<file path="config.mk">
export PLATFORM = sky130hd
export DESIGN_NAME = ws_log_frame
export DESIGN_NICKNAME = d
export VERILOG_FILES = /design/src/rtl/ws_log_pkg.sv /design/src/rtl/ws_log_snap.sv /design/src/rtl/ws_log_frame.sv
export SDC_FILE = /design/constraint.sdc
export NUM_CORES = 1
export LEC_CHECK = 0
export ABC_AREA = 1
export BUFFER_PORTS_ARGS = -buffer_cell sky130_fd_sc_hd__buf_2
export CELL_PAD_IN_SITES_DETAIL_PLACEMENT = 0
export CELL_PAD_IN_SITES_GLOBAL_PLACEMENT = 1
export CORE_ASPECT_RATIO = 0.8
export CORE_MARGIN = 2
export CORE_UTILIZATION = 37
export CTS_BUF_LIST = sky130_fd_sc_hd__clkbuf_8
export DETAILED_ROUTE_END_ITERATION = 8
export PLACE_DENSITY = 0.82
export SLEW_MARGIN = 20
export SYNTH_ARGS = -nofsm -noshare
export SYNTH_HDL_FRONTEND = slang
export SYNTH_SLANG_ARGS = --single-unit
</file>
<file path="constraint.sdc">
create_clock -name clk -period 12.3 [get_ports clk]
set_input_delay 1.845 -clock clk [delete_from_list [all_inputs] [get_ports clk]]
set_output_delay 1.845 -clock clk [all_outputs]
set_load 0.05 [all_outputs]
</file>
<file path="src/rtl/ws_log_pkg.sv">
// Shared definitions for the jitter-log frame assembler: header length,
// FSM encoding and frame-geometry helpers.
`timescale 1ns/1ps
package ws_log_pkg;

  localparam int HDR_LEN = 8;

  typedef enum logic [1:0] {
    IDLE = 2'd0,
    ARM  = 2'd1,
    SEND = 2'd2
  } state_t;

  // Ceiling log2, used when sizing counters and address fields.
  function automatic int log2(input int n);
    int r;
    r = 0;
    while ((1 << r) < n) r++;
    return r;
  endfunction

  // Number of hit-flag bytes for nc channels.
  function automatic int frame_nf(input int nc);
    return (nc + 7) / 8;
  endfunction

  // Total payload length in bytes.
  function automatic int frame_p(input int nc, input int nw);
    return HDR_LEN + frame_nf(nc) + nc * (nw / 8);
  endfunction

endpackage

</file>
<file path="src/rtl/ws_log_snap.sv">
// Frame snapshot register bank and the zero-latency addr-to-byte mux that
// feeds udp_send.
`timescale 1ns/1ps
module ws_log_snap
  import ws_log_pkg::*;
#(
  parameter int Nc  = 16,
  parameter int Nw  = 16,
  parameter int Nsz = 7
) (
  input  logic              clk,
  input  logic              rst,
  input  logic              cap,
  input  logic [Nc*Nw-1:0]  jtr_in,
  input  logic [31:0]       pcnt_in,
  input  logic [Nc-1:0]     flags_in,
  input  logic [15:0]       seq_in,
  input  logic [15:0]       drop_in,
  input  logic [Nsz-1:0]    addr,
  output logic [7:0]        payload
);

  localparam int NF = frame_nf(Nc);
  localparam int P  = frame_p(Nc, Nw);
  localparam int FW = P * 8;

  logic [31:0]      s_pcnt;
  logic [15:0]      s_seq;
  logic [15:0]      s_drop;
  logic [Nc-1:0]    s_flags;
  logic [Nc*Nw-1:0] s_jtr;

  logic [NF*8-1:0]  flags_pad;
  logic [FW-1:0]    frame;

  always_ff @(posedge clk or posedge rst) begin
    if (rst) begin
      s_pcnt  <= '0;
      s_seq   <= '0;
      s_drop  <= '0;
      s_flags <= '0;
      s_jtr   <= '0;
    end else if (cap) begin
      s_pcnt  <= pcnt_in;
      s_seq   <= seq_in;
      s_drop  <= drop_in;
      s_flags <= flags_in;
      s_jtr   <= jtr_in;
    end
  end

  always_comb begin
    flags_pad = '0;
    flags_pad[Nc-1:0] = s_flags;
  end

  // Byte 0 sits at the LSB, so every field lands little-endian and channel k
  // jitter falls at byte HDR_LEN+NF+k*Nb without any reordering.
  assign frame = {s_jtr, flags_pad, s_drop, s_seq, s_pcnt};

  always_comb begin
    payload = 8'h00;
    for (int i = 0; i < P; i++) begin
      if (addr == Nsz'(i)) payload = frame[i*8 +: 8];
    end
  end

endmodule

</file>
<file path="src/rtl/ws_log_frame.sv">
// Frame assembler between the per-channel jitter evaluators and udp_send:
// event masking, decimation, snapshot capture, pending/drop accounting.
`timescale 1ns/1ps
module ws_log_frame
  import ws_log_pkg::*;
#(
  parameter int Nc  = 16,
  parameter int Nw  = 16,
  parameter int Nsz = 7,
  parameter int Nto = 8
) (
  input  logic              clk,
  input  logic              rst,
  input  logic [Nc*Nw-1:0]  jtr,
  input  logic [Nc-1:0]     rdy_c,
  input  logic [Nc-1:0]     ch_mask,
  input  logic [31:0]       pcnt,
  input  logic [7:0]        dec,
  input  logic [Nsz-1:0]    addr,
  output logic [7:0]        payload,
  output logic              start,
  input  logic              tx_busy,
  output logic [15:0]       seq,
  output logic [15:0]       drop_cnt,
  output logic              busy,
  output logic [1:0]        dbg_state
);

  // Handshake: start is a one-cycle pulse; udp_send answers by raising
  // tx_busy (ARM->SEND) and lowering it when done (SEND->IDLE). A missing
  // answer within 2**Nto cycles abandons the frame and counts it as lost.

  state_t           state;
  logic [7:0]       dec_cnt;
  logic             pending;
  logic [Nc-1:0]    pend_flags;
  logic [Nto-1:0]   to_cnt;

  logic [Nc-1:0]    ev_flags;
  logic             ev;
  logic             req;
  logic             cap;
  logic [Nc-1:0]    cap_flags;
  logic [Nc*Nw-1:0] jtr_m;
  logic             pend_drop;
  logic             to_drop;
  logic [16:0]      drop_sum;
  logic [15:0]      drop_next;

  assign ev_flags  = rdy_c & ch_mask;
  assign ev        = |ev_flags;
  // ">=" so that lowering dec below the running count fires on the next event.
  assign req       = ev && (dec_cnt >= dec);
  assign cap       = (state == IDLE) && (req || pending);
  assign cap_flags = (req ? ev_flags : '0) | (pending ? pend_flags : '0);

  assign pend_drop = (state != IDLE) && req && pending;
  assign to_drop   = (state == ARM) && !tx_busy && (to_cnt == '1);
  assign drop_sum  = {1'b0, drop_cnt} + {16'd0, pend_drop} + {16'd0, to_drop};
  assign drop_next = drop_sum[16] ? 16'hFFFF : drop_sum[15:0];

  assign dbg_state = state;

  // Channel 0 is the master reference and disabled channels carry no data.
  always_comb begin
    jtr_m = jtr;
    jtr_m[0 +: Nw] = '0;
    for (int k = 1; k < Nc; k++) begin
      if (!ch_mask[k]) jtr_m[k*Nw +: Nw] = '0;
    end
  end

  always_ff @(posedge clk or posedge rst) begin
    if (rst) begin
      dec_cnt <= '0;
    end else if (ev) begin
      dec_cnt <= req ? 8'd0 : dec_cnt + 8'd1;
    end
  end

  always_ff @(posedge clk or posedge rst) begin
    if (rst) begin
      state      <= IDLE;
      start      <= 1'b0;
      busy       <= 1'b0;
      seq        <= '0;
      drop_cnt   <= '0;
      pending    <= 1'b0;
      pend_flags <= '0;
      to_cnt     <= '0;
    end else begin
      start    <= 1'b0;
      drop_cnt <= drop_next;

      if ((state != IDLE) && req) begin
        pending    <= 1'b1;
        pend_flags <= pend_flags | ev_flags;
      end

      case (state)
        IDLE: begin
          if (cap) begin
            state      <= ARM;
            start      <= 1'b1;
            busy       <= 1'b1;
            seq        <= seq + 16'd1;
            pending    <= 1'b0;
            pend_flags <= '0;
            to_cnt     <= '0;
          end
        end
        ARM: begin
          if (tx_busy) begin
            state <= SEND;
          end else if (to_drop) begin
            state <= IDLE;
            busy  <= 1'b0;
          end else begin
            to_cnt <= to_cnt + Nto'(1);
          end
        end
        SEND: begin
          if (!tx_busy) begin
            state <= IDLE;
            busy  <= 1'b0;
          end
        end
        default: begin
          state <= IDLE;
          busy  <= 1'b0;
        end
      endcase
    end
  end

  ws_log_snap #(
    .Nc  (Nc),
    .Nw  (Nw),
    .Nsz (Nsz)
  ) u_snap (
    .clk      (clk),
    .rst      (rst),
    .cap      (cap),
    .jtr_in   (jtr_m),
    .pcnt_in  (pcnt),
    .flags_in (cap_flags),
    .seq_in   (seq + 16'd1),
    .drop_in  (drop_cnt),
    .addr     (addr),
    .payload  (payload)
  );

endmodule
</file>
======== After elaboration in Yosys (flattened, before gate mapping) ========
Index checks and enable logic that the tools add are counted.
cells by class
  add/subtract/negate cells ............... 5
  magnitude comparators ................... 1
  equal/unequal tests ..................... 50
  muxes and demuxes ....................... 83
  bitwise gates (word level) .............. 3
  reduce and logical (&&, ||, !) cells .... 17
operators with widths
  cell                     number
  $mux W8                  46
  $mux W16                 21
  $eq A7 B5 Y1 const B     16
  $eq A7 B6 Y1 const B     10
  $eq A7 B4 Y1 const B     8
  $or A16 B16 Y16          2
  $eq A7 B3 Y1 const B     4
  $add A16 B1 Y17          1
  $add A17 B1 Y17          1
  $add A16 B1 Y16 const B  1
  $add A8 B1 Y8 const B    2
  $and A16 B16 Y16         1
  $pmux W8 S2              1
  $reduce_or A16 Y1        1
  $eq A7 B2 Y1 const B     2
  $ne A2 B2 Y1 const B     5
  $mux W1                  9
  $eq A8 B8 Y1 const B     1
  $ge A8 B8 Y1             1
  $mux W2                  4
  $reduce_and A4 Y1        2
  $eq A7 B1 Y1 const B     1
  $logic_not A7 Y1         1
  $logic_and A1 B1 Y1      6
  other kinds (11)         12
word-level totals
  register bits after elaboration ......... 389
  input bits .............................. 338

======== Longest topological paths before layout ========
  word-level depth ........................ 43
  gate-level depth with buffers ........... 28

======== Cells and area by module ========
A second synthesis with hierarchy kept.
second synthesis, totals
  cell total of the unflattened synthesis .. 2,633
  area, all modules ....................... 21,380.5 sq um
modules (own cells, without submodules)
  module        instances  cells each  area an instance (sq um)
  ws_log_snap   1          1,614       15,453.6
  ws_log_frame  1          1,019       5,926.9

======== Worst setup path after synthesis ========
No wires, ideal clock.
  kind .................................... in2out
  start ................................... input addr[4]
  end ..................................... output payload[2]
  arrival ................................. 4.146 ns
  required time ........................... 10.455 ns
  path slack .............................. 6.309 ns
  cell stages on the path ................. 25
  buffers on the path ..................... 1
  path through ............................ inv_1 -> nand3_4 -> buf_6 -> nor2_2 -> nand2_1 -> nand2_1 -> nand4_1 -> nand2_1 -> nand4_1 -> nor2_1 -> nand3_1 -> nand2_1 -> nand4_1 -> nor2_1 -> nand4_1 -> nand2_1 -> nand3_1 -> nand2_1 -> nand3_1 -> nand2_1 -> nand3_1 -> nand2_1 -> nand3_1 -> nand2_1 -> nand4_1
on the way
  cells in the longest elaborated chain, start to end .. 43
RTL lines
  what                    line                RTL
  from (decl)             ws_log_frame.sv:19  input logic [Nsz-1:0] addr,
  $logic_not A7 Y1        ws_log_snap.sv:64   if (addr == Nsz'(i)) payload = frame[i*8 +: 8];
  $mux W8 (41 in series)  ws_log_snap.sv:64
  $mux W8 *               ws_log_snap.sv:64
  to (decl)               ws_log_frame.sv:20  output logic [7:0] payload,
Mark *: on every way between the ends. The rest lies on a longest branch, timed or not.

======== Worst setup path after layout ========
  start ................................... input addr[4]
  end ..................................... output payload[3]
Same word-level chain as after synthesis.

==> results.sh <==
export IMPL_synth_area_leader_cell="dfrtp_1"
export IMPL_place_hpwl_um=45070
export IMPL_critPathMaxFanout=14
export IMPL_reg2reg_depth=17
export IMPL_synthFlopType="dfrtp_1"
export IMPL_drc=0
export IMPL_slew_headroom_pct=26.08
export IMPL_drive_above_1_share_pct=17.50
export IMPL_regToRegSetupSlack_ns=7.28
export IMPL_finalCritPeriodShare_pct=60.53
export IMPL_start_util_pct=37.56
export IMPL_track_usage_pct=23.34
export IMPL_max_freq_ghz=0.1343
export IMPL_power_leakage_nw=10.98
export IMPL_cts_tree="done"
export IMPL_cts_sinks=389
export IMPL_die_w_um=255.3
export IMPL_cts_repair_timing_setup_buffer_count=0
export IMPL_hold_buffers=0
export IMPL_tightest_slew_ns=1.109
export IMPL_status="completed"
export IMPL_ys_seq_area_share_pct=52.06
export IMPL_ios=382
export IMPL_cts_path_max_buffers=3
export IMPL_dp_cells=3365
export IMPL_first_global_vias=16830
export IMPL_criticalPathCategory="input port to output port"
export IMPL_arrival_ns=5.60
export IMPL_mostFrequentLayoutCell="nand2_1"
export IMPL_ys_top_cells_by_area="dfrtp_1 (52%), nand2_1 (17%), o21ai_0 (8.8%)"
export IMPL_instances_no_fill=3488
export IMPL_antenna_found_initial=11
export IMPL_via_per_inst=4.972
export IMPL_synth_async_reset_ratio_pct=100.0
export IMPL_tns_ns=0
export IMPL_wirelength_um=61400
export IMPL_synth_seq_cells=389
export IMPL_fp_dieH_um=205.1
export IMPL_cp_data_required_time_ns=10.45
export IMPL_syn_area_per_cell_um2=7.691
export IMPL_gp_congestion=0.8914
export IMPL_synth_top_area_share_pct=52.06
export IMPL_ir_drop_mv=0.1368
export IMPL_grt_setup_unrepaired="false"
export IMPL_fin_crit_ns=7.445
export IMPL_p_per_area_mw_per_mm2=202.9
export IMPL_r2r_start="dec_cnt[1]"
export IMPL_crit_start="addr[4]"
export IMPL_reg2reg_to="u_snap.s_jtr[54]"
export IMPL_numCtsBuffers=68
export IMPL_clk_pin_slew_ns=0.06
export IMPL_ys_types=42
export IMPL_endpoint_kind="output port"
export IMPL_clk_latency_ns=0.65
export IMPL_synth_edf_count=0
export IMPL_grt_pass1_wl_um=94560
export IMPL_htree_levels=3
export IMPL_hp_class="flop to flop"
export IMPL_setup_viol=0
export IMPL_drv_slew=0
export IMPL_coreArea_mm2=0.04978
export IMPL_cap_violations=0
export IMPL_final_cell_mix="nand2_1 (868), dfrtp_1 (389), buf_2 (365)"
export IMPL_syn2layout_area_growth_pct=19.51
export IMPL_hold_violations=0
export IMPL_fin_skew_ns=0.02234
export IMPL_fill_cells=5069
export IMPL_syn_inst=2431
export IMPL_synthesis_nets=2782
export IMPL_crit_path_end="payload[3]"
export IMPL_port_buffers=365
export IMPL_root_buffer="clkbuf_8"
export IMPL_num_nets_final=3111
export IMPL_firstDrtPassIters=5
export IMPL_die_area_mm2=0.05236
export IMPL_wire_per_inst_um=17.60
export IMPL_hold_path_depth=2
export IMPL_ant_nets=0
export IMPL_grt_overflow_total=0
export IMPL_syn_area_mm2=0.01870
export IMPL_vias=17340
export IMPL_drt_iter0_markers=1338
export IMPL_grt_max_degree=182
export IMPL_synth_warnings=0
export IMPL_rows=73
export IMPL_start_kind="input port"
export IMPL_cts_resized_gates=0
==> kinds of logic after synthesis <==
group,synth area share (%)
AO/OA/AOI/OAI,11.21
XOR/XNOR,0.7964
adder cells (fa/ha/maj),0.9101
buffers and inverters,7.381
flip-flops,52.06
AND/OR/NAND/NOR,27.64
==> cell type report <==
| class | count | area [um2] | share of cell area [%] |
|---|---|---|---|
| diodes | 7 | 17.52 | 0.07840 |
| clock buffers | 82 | 1129 | 5.051 |
| clock inverters | 34 | 220.2 | 0.9856 |
| inverters | 233 | 883.3 | 3.953 |
| multi-input cells | 1694 | 7596 | 34.00 |
| flip-flops and latches | 389 | 9734 | 43.57 |
| well taps | 675 | 844.6 | 3.780 |
| repair buffers | 374 | 1919 | 8.590 |
==> stage by stage <==
step	utilization (%)	worst slack (ns)	power [W]	cell area, um2	hold slack [ns]
2_1_floorplan	-	5.223	0.002964	18700	0.4457
3_3_place_gp	42.14	4.854	0.003291	20980	0.4650
3_5_place_dp	42.14	4.865	0.003346	20980	0.4661
4_1_cts	44.85	4.855	0.004572	22330	0.4825
5_1_grt	44.87	4.554	0.004873	22340	0.4950
6_report	44.89	4.855	0.004534	22340	0.4815
==> Yosys cell counts (2+ instances only) <==
master and n:
a21boi_0 2, a21oi_1 56, a31oi_1 12, buf_1 13
buf_2 47, buf_4 2, clkbuf_1 52, dfrtp_1 389
ha_1 12, inv_1 224, inv_2 9, nand2_1 868
nand2_2 3, nand3_1 121, nand4_1 63, nor2_1 145
nor2_2 4, nor2_4 2, nor3_1 31, nor3b_1 2
nor4_1 5, o21a_1 2, o21ai_0 328, o21ai_1 3
o22ai_1 2, or2_0 2, or2_2 2, xnor2_1 3
xor2_1 14
==> power by group <==
part | leakage [nW] | switching [W] | total, W | internal, W
clock | 0.780 | 0.000547 | 0.00121 | 0.000663
sequential | 5.08 | 0.000224 | 0.00194 | 0.00172
combinational | 5.12 | 0.000997 | 0.00138 | 0.000383
==> routing by layer <==
metal	global-route usage, %	share of wire, %	vias to the layer above
met5	0	0.11	-
met4	6.282	2.0	10
met1	33.71	47	8254
met3	5.556	6.9	91
met2	34.97	44	539
li1	-	-	8449
==> how the worst min path moves through the flow <==
stage | startpoint | to | slack (ns)
after global routing | u_snap.s_pcnt[0] | u_snap.s_pcnt[0] | 0.49
after CTS | u_snap.s_pcnt[20] | u_snap.s_pcnt[20] | 0.48
after detailed placement | u_snap.s_pcnt[12] | u_snap.s_pcnt[12] | 0.47
final | u_snap.s_pcnt[0] | u_snap.s_pcnt[0] | 0.48
after global placement | u_snap.s_jtr[188] | u_snap.s_jtr[188] | 0.47
after floorplan | u_snap.s_drop[15] | u_snap.s_drop[15] | 0.45
==> state kept, by name, indices dropped and copies added, names as in the netlist <==
name              count
u_snap.s_drop        16
seq                  16
pending               1
busy                  1
dbg_state             2
u_snap.s_pcnt        32
dec_cnt               8
drop_cnt             16
u_snap.s_seq         16
pend_flags           16
u_snap.s_jtr        240
u_snap.flags_pad     16
to_cnt                8
start                 1
==> critical path, cell delays in order <==
cell and delay (ns):
buf_2 0.10, inv_1 0.08, nand3_4 0.26, nor2_1 0.23, nand2_1 0.11, nand3_1 0.11, nor2_1 0.22, nand4_1 0.11
nand2_1 0.08, nand2_1 0.04, nand2_1 0.10, nand4_1 0.16, nand2_1 0.13, nand3_1 0.08, nand2_1 0.09, nand4_1 0.12
nor2_1 0.18, nand4_1 0.15, nand2_1 0.12, nand4_1 0.10, nor2_1 0.18, nand4_1 0.17, nor2_1 0.16, nand4_1 0.14
nor2_1 0.12, nand4_1 0.12, buf_2 0.24
(Power assumes the default switching activity.)
